==> src/rtl/alu_pipe_if.sv <==
// Handshake and operand/result bundle for alu_pipe.
// The master drives operands and out_ready; the slave (the ALU) returns results and flags.
interface alu_pipe_if #(
    parameter int WIDTH = 8
) ();
    logic             in_valid;
    logic             in_ready;
    logic [WIDTH-1:0] A;
    logic [WIDTH-1:0] B;
    logic [2:0]       OpCode;
    logic             out_valid;
    logic             out_ready;
    logic [WIDTH-1:0] Result;
    logic             N;
    logic             Z;
    logic             C;
    logic             V;

    modport master (
        output in_valid, A, B, OpCode, out_ready,
        input  in_ready, out_valid, Result, N, Z, C, V
    );

    modport slave (
        input  in_valid, A, B, OpCode, out_ready,
        output in_ready, out_valid, Result, N, Z, C, V
    );
endinterface

==> src/rtl/alu_pipe.sv <==
// Pipelined ALU with valid/ready handshake, NZCV flags and a carry register for ADC chains.
// Define ALU_PIPE_OUT_REG_EN to add a second output register stage (latency 2 instead of 1).
module alu_pipe #(
    parameter int WIDTH = 8
) (
    input  logic       clk,
    input  logic       reset,
    alu_pipe_if.slave  bus
);
    typedef enum logic [2:0] {
        OP_ADD = 3'b000,
        OP_SUB = 3'b001,
        OP_AND = 3'b010,
        OP_OR  = 3'b011,
        OP_XOR = 3'b100,
        OP_SHL = 3'b101,
        OP_SHR = 3'b110,
        OP_ADC = 3'b111
    } op_e;

    op_e              op;
    logic [WIDTH:0]   alu_sum;
    logic [WIDTH-1:0] alu_res;
    logic             alu_c;
    logic             alu_v;
    logic             alu_cy_upd;
    logic             accept;
    logic             s1_drain;

    logic             s1_valid_q, s1_valid_d;
    logic [WIDTH-1:0] s1_res_q, s1_res_d;
    logic [3:0]       s1_flags_q, s1_flags_d;
    logic             cy_q, cy_d;

    assign op = op_e'(bus.OpCode);

    always_comb begin
        alu_sum    = '0;
        alu_res    = '0;
        alu_c      = 1'b0;
        alu_v      = 1'b0;
        alu_cy_upd = 1'b0;
        case (op)
            OP_ADD, OP_ADC: begin
                alu_sum    = {1'b0, bus.A} + {1'b0, bus.B}
                           + {{WIDTH{1'b0}}, (op == OP_ADC) ? cy_q : 1'b0};
                alu_res    = alu_sum[WIDTH-1:0];
                alu_c      = alu_sum[WIDTH];
                alu_v      = (bus.A[WIDTH-1] == bus.B[WIDTH-1]) &&
                             (alu_res[WIDTH-1] != bus.A[WIDTH-1]);
                alu_cy_upd = 1'b1;
            end
            OP_SUB: begin
                // C = 1 means no borrow (A >= B unsigned)
                alu_sum    = {1'b0, bus.A} + {1'b0, ~bus.B} + {{WIDTH{1'b0}}, 1'b1};
                alu_res    = alu_sum[WIDTH-1:0];
                alu_c      = alu_sum[WIDTH];
                alu_v      = (bus.A[WIDTH-1] != bus.B[WIDTH-1]) &&
                             (alu_res[WIDTH-1] != bus.A[WIDTH-1]);
                alu_cy_upd = 1'b1;
            end
            OP_AND: alu_res = bus.A & bus.B;
            OP_OR:  alu_res = bus.A | bus.B;
            OP_XOR: alu_res = bus.A ^ bus.B;
            OP_SHL: begin
                alu_res    = {bus.A[WIDTH-2:0], 1'b0};
                alu_c      = bus.A[WIDTH-1];
                alu_cy_upd = 1'b1;
            end
            OP_SHR: begin
                alu_res    = {1'b0, bus.A[WIDTH-1:1]};
                alu_c      = bus.A[0];
                alu_cy_upd = 1'b1;
            end
            default: ;
        endcase
    end

    assign accept = bus.in_valid && bus.in_ready;

    // Stage 1 also owns the carry register, so ADC chains behave the same in both builds.
    always_comb begin
        s1_valid_d = s1_valid_q;
        s1_res_d   = s1_res_q;
        s1_flags_d = s1_flags_q;
        cy_d       = cy_q;
        if (accept) begin
            s1_valid_d = 1'b1;
            s1_res_d   = alu_res;
            s1_flags_d = {alu_res[WIDTH-1], (alu_res == '0), alu_c, alu_v};
            if (alu_cy_upd) begin
                cy_d = alu_c;
            end
        end else if (s1_drain) begin
            s1_valid_d = 1'b0;
        end
    end

    always_ff @(posedge clk or posedge reset) begin
        if (reset) begin
            s1_valid_q <= 1'b0;
            s1_res_q   <= '0;
            s1_flags_q <= '0;
            cy_q       <= 1'b0;
        end else begin
            s1_valid_q <= s1_valid_d;
            s1_res_q   <= s1_res_d;
            s1_flags_q <= s1_flags_d;
            cy_q       <= cy_d;
        end
    end

`ifdef ALU_PIPE_OUT_REG_EN
    logic             s2_ready;
    logic             s2_valid_q, s2_valid_d;
    logic [WIDTH-1:0] s2_res_q, s2_res_d;
    logic [3:0]       s2_flags_q, s2_flags_d;

    assign s2_ready     = !s2_valid_q || bus.out_ready;
    assign s1_drain     = s1_valid_q && s2_ready;
    assign bus.in_ready = !s1_valid_q || s2_ready;

    always_comb begin
        s2_valid_d = s2_valid_q;
        s2_res_d   = s2_res_q;
        s2_flags_d = s2_flags_q;
        if (s1_drain) begin
            s2_valid_d = 1'b1;
            s2_res_d   = s1_res_q;
            s2_flags_d = s1_flags_q;
        end else if (bus.out_ready) begin
            s2_valid_d = 1'b0;
        end
    end

    always_ff @(posedge clk or posedge reset) begin
        if (reset) begin
            s2_valid_q <= 1'b0;
            s2_res_q   <= '0;
            s2_flags_q <= '0;
        end else begin
            s2_valid_q <= s2_valid_d;
            s2_res_q   <= s2_res_d;
            s2_flags_q <= s2_flags_d;
        end
    end

    assign bus.out_valid                 = s2_valid_q;
    assign bus.Result                    = s2_res_q;
    assign {bus.N, bus.Z, bus.C, bus.V}  = s2_flags_q;
`else
    assign s1_drain     = s1_valid_q && bus.out_ready;
    assign bus.in_ready = !s1_valid_q || bus.out_ready;

    assign bus.out_valid                 = s1_valid_q;
    assign bus.Result                    = s1_res_q;
    assign {bus.N, bus.Z, bus.C, bus.V}  = s1_flags_q;
`endif
endmodule
==> src/flat_wrapper.sv <==
// flat-port wrapper written by rule: the top's interface ports become plain ports
module alu_pipe_flat 
#(
    parameter int WIDTH = 8
)
  (clk, reset, bus_in_valid, bus_A, bus_B, bus_OpCode, bus_out_ready, bus_in_ready, bus_out_valid, bus_Result, bus_N, bus_Z, bus_C, bus_V);
  alu_pipe_if #(.WIDTH(WIDTH)) bus_i ();
  input  logic clk;
  input  logic reset;
  input wire logic [$bits(bus_i.in_valid)-1:0] bus_in_valid;
  input wire logic [$bits(bus_i.A)-1:0] bus_A;
  input wire logic [$bits(bus_i.B)-1:0] bus_B;
  input wire logic [$bits(bus_i.OpCode)-1:0] bus_OpCode;
  input wire logic [$bits(bus_i.out_ready)-1:0] bus_out_ready;
  output wire logic [$bits(bus_i.in_ready)-1:0] bus_in_ready;
  output wire logic [$bits(bus_i.out_valid)-1:0] bus_out_valid;
  output wire logic [$bits(bus_i.Result)-1:0] bus_Result;
  output wire logic [$bits(bus_i.N)-1:0] bus_N;
  output wire logic [$bits(bus_i.Z)-1:0] bus_Z;
  output wire logic [$bits(bus_i.C)-1:0] bus_C;
  output wire logic [$bits(bus_i.V)-1:0] bus_V;
  assign bus_i.in_valid = bus_in_valid;
  assign bus_i.A = bus_A;
  assign bus_i.B = bus_B;
  assign bus_i.OpCode = bus_OpCode;
  assign bus_i.out_ready = bus_out_ready;
  assign bus_in_ready = bus_i.in_ready;
  assign bus_out_valid = bus_i.out_valid;
  assign bus_Result = bus_i.Result;
  assign bus_N = bus_i.N;
  assign bus_Z = bus_i.Z;
  assign bus_C = bus_i.C;
  assign bus_V = bus_i.V;
  alu_pipe #(.WIDTH(WIDTH)) u_core (.clk(clk), .reset(reset), .bus(bus_i));
endmodule
==> config.mk <==
export PLATFORM = sky130hd
export DESIGN_NAME = alu_pipe_flat
export DESIGN_NICKNAME = d
export VERILOG_FILES = /design/src/rtl/alu_pipe_if.sv /design/src/rtl/alu_pipe.sv /design/src/flat_wrapper.sv
export SDC_FILE = /design/constraint.sdc
export NUM_CORES = 1
export LEC_CHECK = 0
export CORE_AREA = 2 2 47 92
export DETAILED_ROUTE_END_ITERATION = 10
export DIE_AREA = 0 0 49 94
export PLACE_DENSITY = 0.85
export SLEW_MARGIN = 10
export SYNTH_ARGS = -nofsm -noshare
export SYNTH_HDL_FRONTEND = slang
export SYNTH_SLANG_ARGS = --single-unit
==> constraint.sdc <==
create_clock -name clk -period 2.9 [get_ports clk]
set_input_delay 0.435 -clock clk [delete_from_list [all_inputs] [get_ports clk]]
set_output_delay 0.435 -clock clk [all_outputs]
set_load 0.03 [all_outputs]
# == After elaboration in Yosys (flattened, before gate mapping) ==
# Cells that the tools add are included.
# totals
regBits,14
latchBits,0
ram_bits,0
mem_bits_ro,0
input_bits,23
out_inout_bits,14
elab_cells,42
mem_count,0
# classes
n_addsub,4
multipliers,0
div,0
n_lt_le_gt_ge,0
eq_ne,11
shift,0
mux,7
bitwise,4
n_reduce_logical,12
# op_table
cell,count
one-hot mux 8 bit (7 select lines),1
adder 8 x 8 -> 9 bit,2
equality test 3 bit (second input constant),4
adder 9 x 1 -> 9 bit,1
adder 9 x 1 -> 9 bit (second input constant),1
bitwise AND 8 bit,1
logical NOT 8 bit,1
NOT 8 bit,1
bitwise OR 8 bit,1
XOR 8 bit,1
equality test 3 x 2 -> 1 bit (second input constant),2
OR reduction 5 bit,1
logical AND 1 bit,4
two-way mux 1 bit,4
one-hot mux 1 bit (4 select lines),1
equality test 3 x 1 -> 1 bit (second input constant),1
logical NOT 3 bit,1
inequality test 1 bit,3
one-hot mux 1 bit (2 select lines),1
AND reduction 2 bit,1
nonzero test 2 bit,1
OR reduction 2 bit,1
equality test 1 bit,1
logical NOT 1 bit,1
logical OR 1 bit,1

# == Longest topological paths before layout ==
# depth
word_depth,6
mapped_depth,14
ltp_nobuf,11

# == Least setup slack after synthesis ==
# No wires, ideal clock.
# synth_timing
kind,input -> register
startpoint,in bus_OpCode[2]
endpoint,reg u_core.cy_q
setup_time_ns,0.136
t_arrival_ns,2.848
required_time_ns,2.764
path_slack_ns,-0.084
path_stages,13
path_buffers,3
path_cell_list,buf_2 > buf_4 > buf_2 > nand2_1 > nor2_1 > fa_1 > fa_1 > a31oi_1 > nor2_1 > a211oi_2 > o21ai_1 > a311oi_1 > a21oi_1
# synth_via
elab_chain_cells,4
word_cells_on_any_way,12
classes_between,add/sub: 1; eq/ne: 4; mux: 3; reduce/logical: 4
# synth_rtl
element,line,source
start: declaration,flat_wrapper.sv:13,input wire logic [$bits(bus_i.OpCode)-1:0] bus_OpCode;
"equality test 3 bit, or another cell as far along","alu_pipe.sv:43, alu_pipe.sv:46",
two-way mux 1 bit or OR reduction 5 bit (tied branches),--,
adder 9 x 1 -> 9 bit or two-way mux 1 bit (tied branches),"alu_pipe.sv:46, alu_pipe.sv:43",
one-hot mux 1 bit (4 select lines) or AND reduction 2 bit (tied branches),--,
end signal: assignment,alu_pipe.sv:109,cy_q <= cy_d;
end: declaration,alu_pipe.sv:33,"logic cy_q, cy_d;"
# Parallel ways exist; a longest one is shown, timed or not.
# A chain may end at the register's enable or synchronous reset.

# == Worst setup path in the final report ==
# layout_timing
startpoint,in bus_A[0]
endpoint,reg u_core.s1_flags_q[2]
# layout_via
elab_chain_cells,4
word_cells_on_any_way,9
classes_between,add/sub: 4; mux: 1; bitwise: 3; reduce/logical: 1
# layout_rtl
element,line,source
start: declaration,flat_wrapper.sv:11,input wire logic [$bits(bus_i.A)-1:0] bus_A;
"adder 8 x 8 -> 9 bit, on equally long branches","alu_pipe.sv:55, alu_pipe.sv:45",
"adder 9 x 1 -> 9 bit, on equally long branches","alu_pipe.sv:55, alu_pipe.sv:46",
one-hot mux 8 bit (7 select lines) *,alu_pipe.sv:43,case (op)
logical NOT 8 bit *,alu_pipe.sv:90,"s1_flags_d = {alu_res[WIDTH-1], (alu_res == '0), alu_c, alu_v};"
end signal: assignment,alu_pipe.sv:108,s1_flags_q <= s1_flags_d;
end: declaration,alu_pipe.sv:32,"logic [3:0] s1_flags_q, s1_flags_d;"
# Mark *: on every way between the ends. The rest lies on a longest branch, timed or not.

==> load_flow_metrics.sql <==
INSERT INTO impl_metrics (metric_group, metric, value, unit) VALUES
('critical_path', 'critical_path_required', '3.02', 'ns'),
('clocking', 'clock_sinks', '13', ''),
('timing', 'tightestPinTransition', '0.4862', 'ns'),
('grt', 'antenna_found_initial', '0', ''),
('timing', 'rsz_0062_raised_after_global_routing', 'true', ''),
('critical_path', 'critPathKind', 'in -> reg', ''),
('die', 'die_width', '49', 'µm'),
('pwr', 'pwr-share-seq', '0.251', ''),
('placement', 'gp_congestion', '0.9604', ''),
('synth', 'post_synthesis_net_count', '300', ''),
('die', 'design.die.area', '0.004606', 'mm²'),
('grt', 'grt_pass1_vias', '2120', ''),
('timing', 'setup_viol', '0', ''),
('hold_path', 'hold_class', 'reg -> reg', ''),
('synth', 'post-synth-top-count-cell', 'nand2_1', ''),
('placement', 'dp.cells', '354', ''),
('synth', 'synthesis.instances', '250', ''),
('synth', 'ys_warn_count', '0', ''),
('pwr', 'total_power', '0.9145', 'mW'),
('critical_path', 'worstPathCellList', 'clkdlybuf4s50_1, inv_1, ha_2, fa_1, mux2_1, a221o_1, a221oi_2, a2111oi_2, nand3_1, nor3_2, a32o_1', ''),
('clocking', 'clk_pin_slew', '0.05', 'ns'),
('critical_path', 'critical_path_peak_fanout', '2', ''),
('grt', 'gr-total-overflow', '0', ''),
('clocking', 'clock_insertion_delay_worst_skew', '0.24', 'ns'),
('clocking', 'cts_hold_buf', '0', ''),
('detailed_routing', 'route.detailed.vias_per_inst', '5.833', ''),
('job', 'drv_cap', '0', ''),
('synth', 'synth.cells.most_frequent', '31 x nand2_1, 25 x inv_1, 24 x ha_1, 19 x a21oi_1, 13 x dfrtp_1', ''),
('die', 'die_h', '94', 'µm'),
('critical_path', 'critical_path.slowest_cell', 'clkdlybuf4s50_1', ''),
('synth', 'synth-edff-count', '0', ''),
('die', 'top_level_ports', '37', ''),
('critical_path', 'worst-endpoint-arrival', '3.01', 'ns'),
('die', 'start_util', '0.5129', ''),
('critical_path', 'critical_path.n_buffers_inverters', '2', ''),
('detailed_routing', 'first_iter_violations', '68', ''),
('timing', 'fin_setup_tns', '0', 'ns'),
('hold_path', 'min_from', 'u_core.bus.Result[1]', ''),
('critical_path', 'cpLargestDelayFamily', 'compound AO/OA/AOI/OAI gates', ''),
('critical_path', 'max_stage_delay', '0.48', 'ns'),
('timing', 'finalClockSkew', '0.003185', 'ns'),
('clocking', 'clock-root-buffer', 'clkbuf_8', ''),
('synth', 'netlist-cell-type-count', '61', ''),
('grt', 'grt_pass1_wl', '9335', 'µm'),
('clocking', 'cts_inserted_buffers', '3', ''),
('grt', 'grt_max_degree', '29', ''),
('synth', 'netlist_area', '0.001992', 'mm²'),
('finish', 'num_antenna_cells', '0', ''),
('placement', 'setup_slack_placement', '-0.2463', 'ns'),
('status', 'status', 'finished, final reports clean', ''),
('placement', 'post-dp-hpwl', '4515', 'µm'),
('pwr', 'ir_drop', '0.0003022', 'V'),
('finish', 'final_layout_size_suffix_gt1_frac', '0.2039', ''),
('detailed_routing', 'routed-via-count', '2100', ''),
('grt', 'grt_usage', '0.2567', ''),
('synth', 'most_used_flip_flop_cell_after_synthesis', 'dfrtp_1', ''),
('pwr', 'total_switching_power', '0.3668', 'mW'),
('timing', 'slew_viol_final', '0', ''),
('critical_path', 'cp-end-kind', 'flip-flop', ''),
('die', 'coreArea', '0.003884', 'mm²'),
('detailed_routing', 'finalWirelength', '5585', 'µm'),
('detailed_routing', 'ant_nets', '0', ''),
('synth', 'postSynthRegisterBits', '13', ''),
('critical_path', 'startpoint', 'bus_A[0]', ''),
('timing', 'final.setup.worst_slack', '0.01637', 'ns'),
('synth', 'yosysSeqAreaShare', '0.1633', ''),
('finish', 'nNetsFinal', '360', ''),
('clocking', 'htree_levels', '1', ''),
('die', 'placementRows', '32', ''),
('timing', 'finalCritPeriodShare', '0.9944', ''),
('pwr', 'power_report.internal_total', '0.5477', 'mW');
[worst reg2reg max path: cells and delay by family, from the launching register on]
kind	cells	cell delay (ns)
AO/OA/AOI/OAI	4	0.71
adder cells (fa/ha/maj)	2	0.80
flip-flops	1	0.41
AND/OR/NAND/NOR	5	0.65
[layout by cell type, fill, tap and decap left out, drive strengths merged, types with 6 or more instances in the layout]
cell and count:
a221oi 6, nand2 31, inv 29, ha 24, buf 35, dfrtp 13
o21ai 14, nand2b 6, nor2 10, clkdlybuf4s50 35, a21oi 19
[timing repair]
action                     in CTS  in global routing
resized for setup               3                  6
buffers inserted                1                  1
setup endpoints to repair       1                  6
pin swaps                       1                  6
[cells by family (layout without fill, tap and decap cells)]
group,count (synthesis),in the layout,share of synthesized area
AND/OR/NAND/NOR,71,71,0.1759
flip-flops,13,13,0.1633
AO/OA/AOI/OAI,83,83,0.3141
multiplexers,7,7,0.04397
buffers and inverters,45,104,0.1043
XOR/XNOR,4,4,0.01759
adder cells (fa/ha/maj),27,27,0.1809
[routing by layer]
layer	vias up	global-route usage	part of all wire
met3	19	0.01911	0.026
li1	1020	-	-
met4	0	0.1262	0.038
met2	59	0.5285	0.58
met1	1002	0.2428	0.35
met5	-	0	0
[state kept, by name, indices dropped and copies added (netlist names)]
name / cells
u_core.bus.Result: 7
u_core.s1_flags_q: 4
u_core.bus.out_valid: 1
u_core.cy_q: 1
[layout make-up]
type                    count  area [µm²]
multi-input cells         192        1495
fillers                   337        1224
repair buffers             71       621.8
flip-flops and latches     13       325.3
inverters                  29       108.9
well taps                  51       63.81
clock buffers               4       45.04
[power by group through the flow]
| stage | combinational, mW | sequential (mW) | clock [mW] |
|---|---|---|---|
| 3_3_place_gp | 0.498 | 0.229 | 0 |
| 5_1_grt | 0.570 | 0.233 | 0.171 |
| 3_5_place_dp | 0.511 | 0.232 | 0 |
| 2_1_floorplan | 0.258 | 0.283 | 0 |
| 4_1_cts | 0.518 | 0.230 | 0.156 |
| 6_report | 0.528 | 0.229 | 0.157 |
[per-stage QoR]
stage	util	hold WS (ns)	instance area, µm²
after global placement	0.6627	0.4565	2574
final	0.6849	0.4810	2660
after CTS	0.6782	0.4840	2634
after global routing	0.6849	0.5141	2660
after detailed placement	0.6627	0.4701	2574
after floorplan	-	0.3120	2001
[path summary, 6_finish.rpt]
kind | to | slack (ns) | cells after the start
worst max-delay path | u_core.s1_flags_q[2] | 0.02 | 11
worst max register to register | u_core.s1_flags_q[2] | 0.26 | 11
min in group asynchronous | u_core.bus.Result[0] | 0.53 | 2
max in group asynchronous | u_core.s1_flags_q[2] | 2.04 | 2
worst min register to register | u_core.bus.Result[1] | 0.48 | 2
worst min-delay path | u_core.bus.Result[1] | 0.48 | 2
No activity file was read; power rests on OpenSTA's default activity.
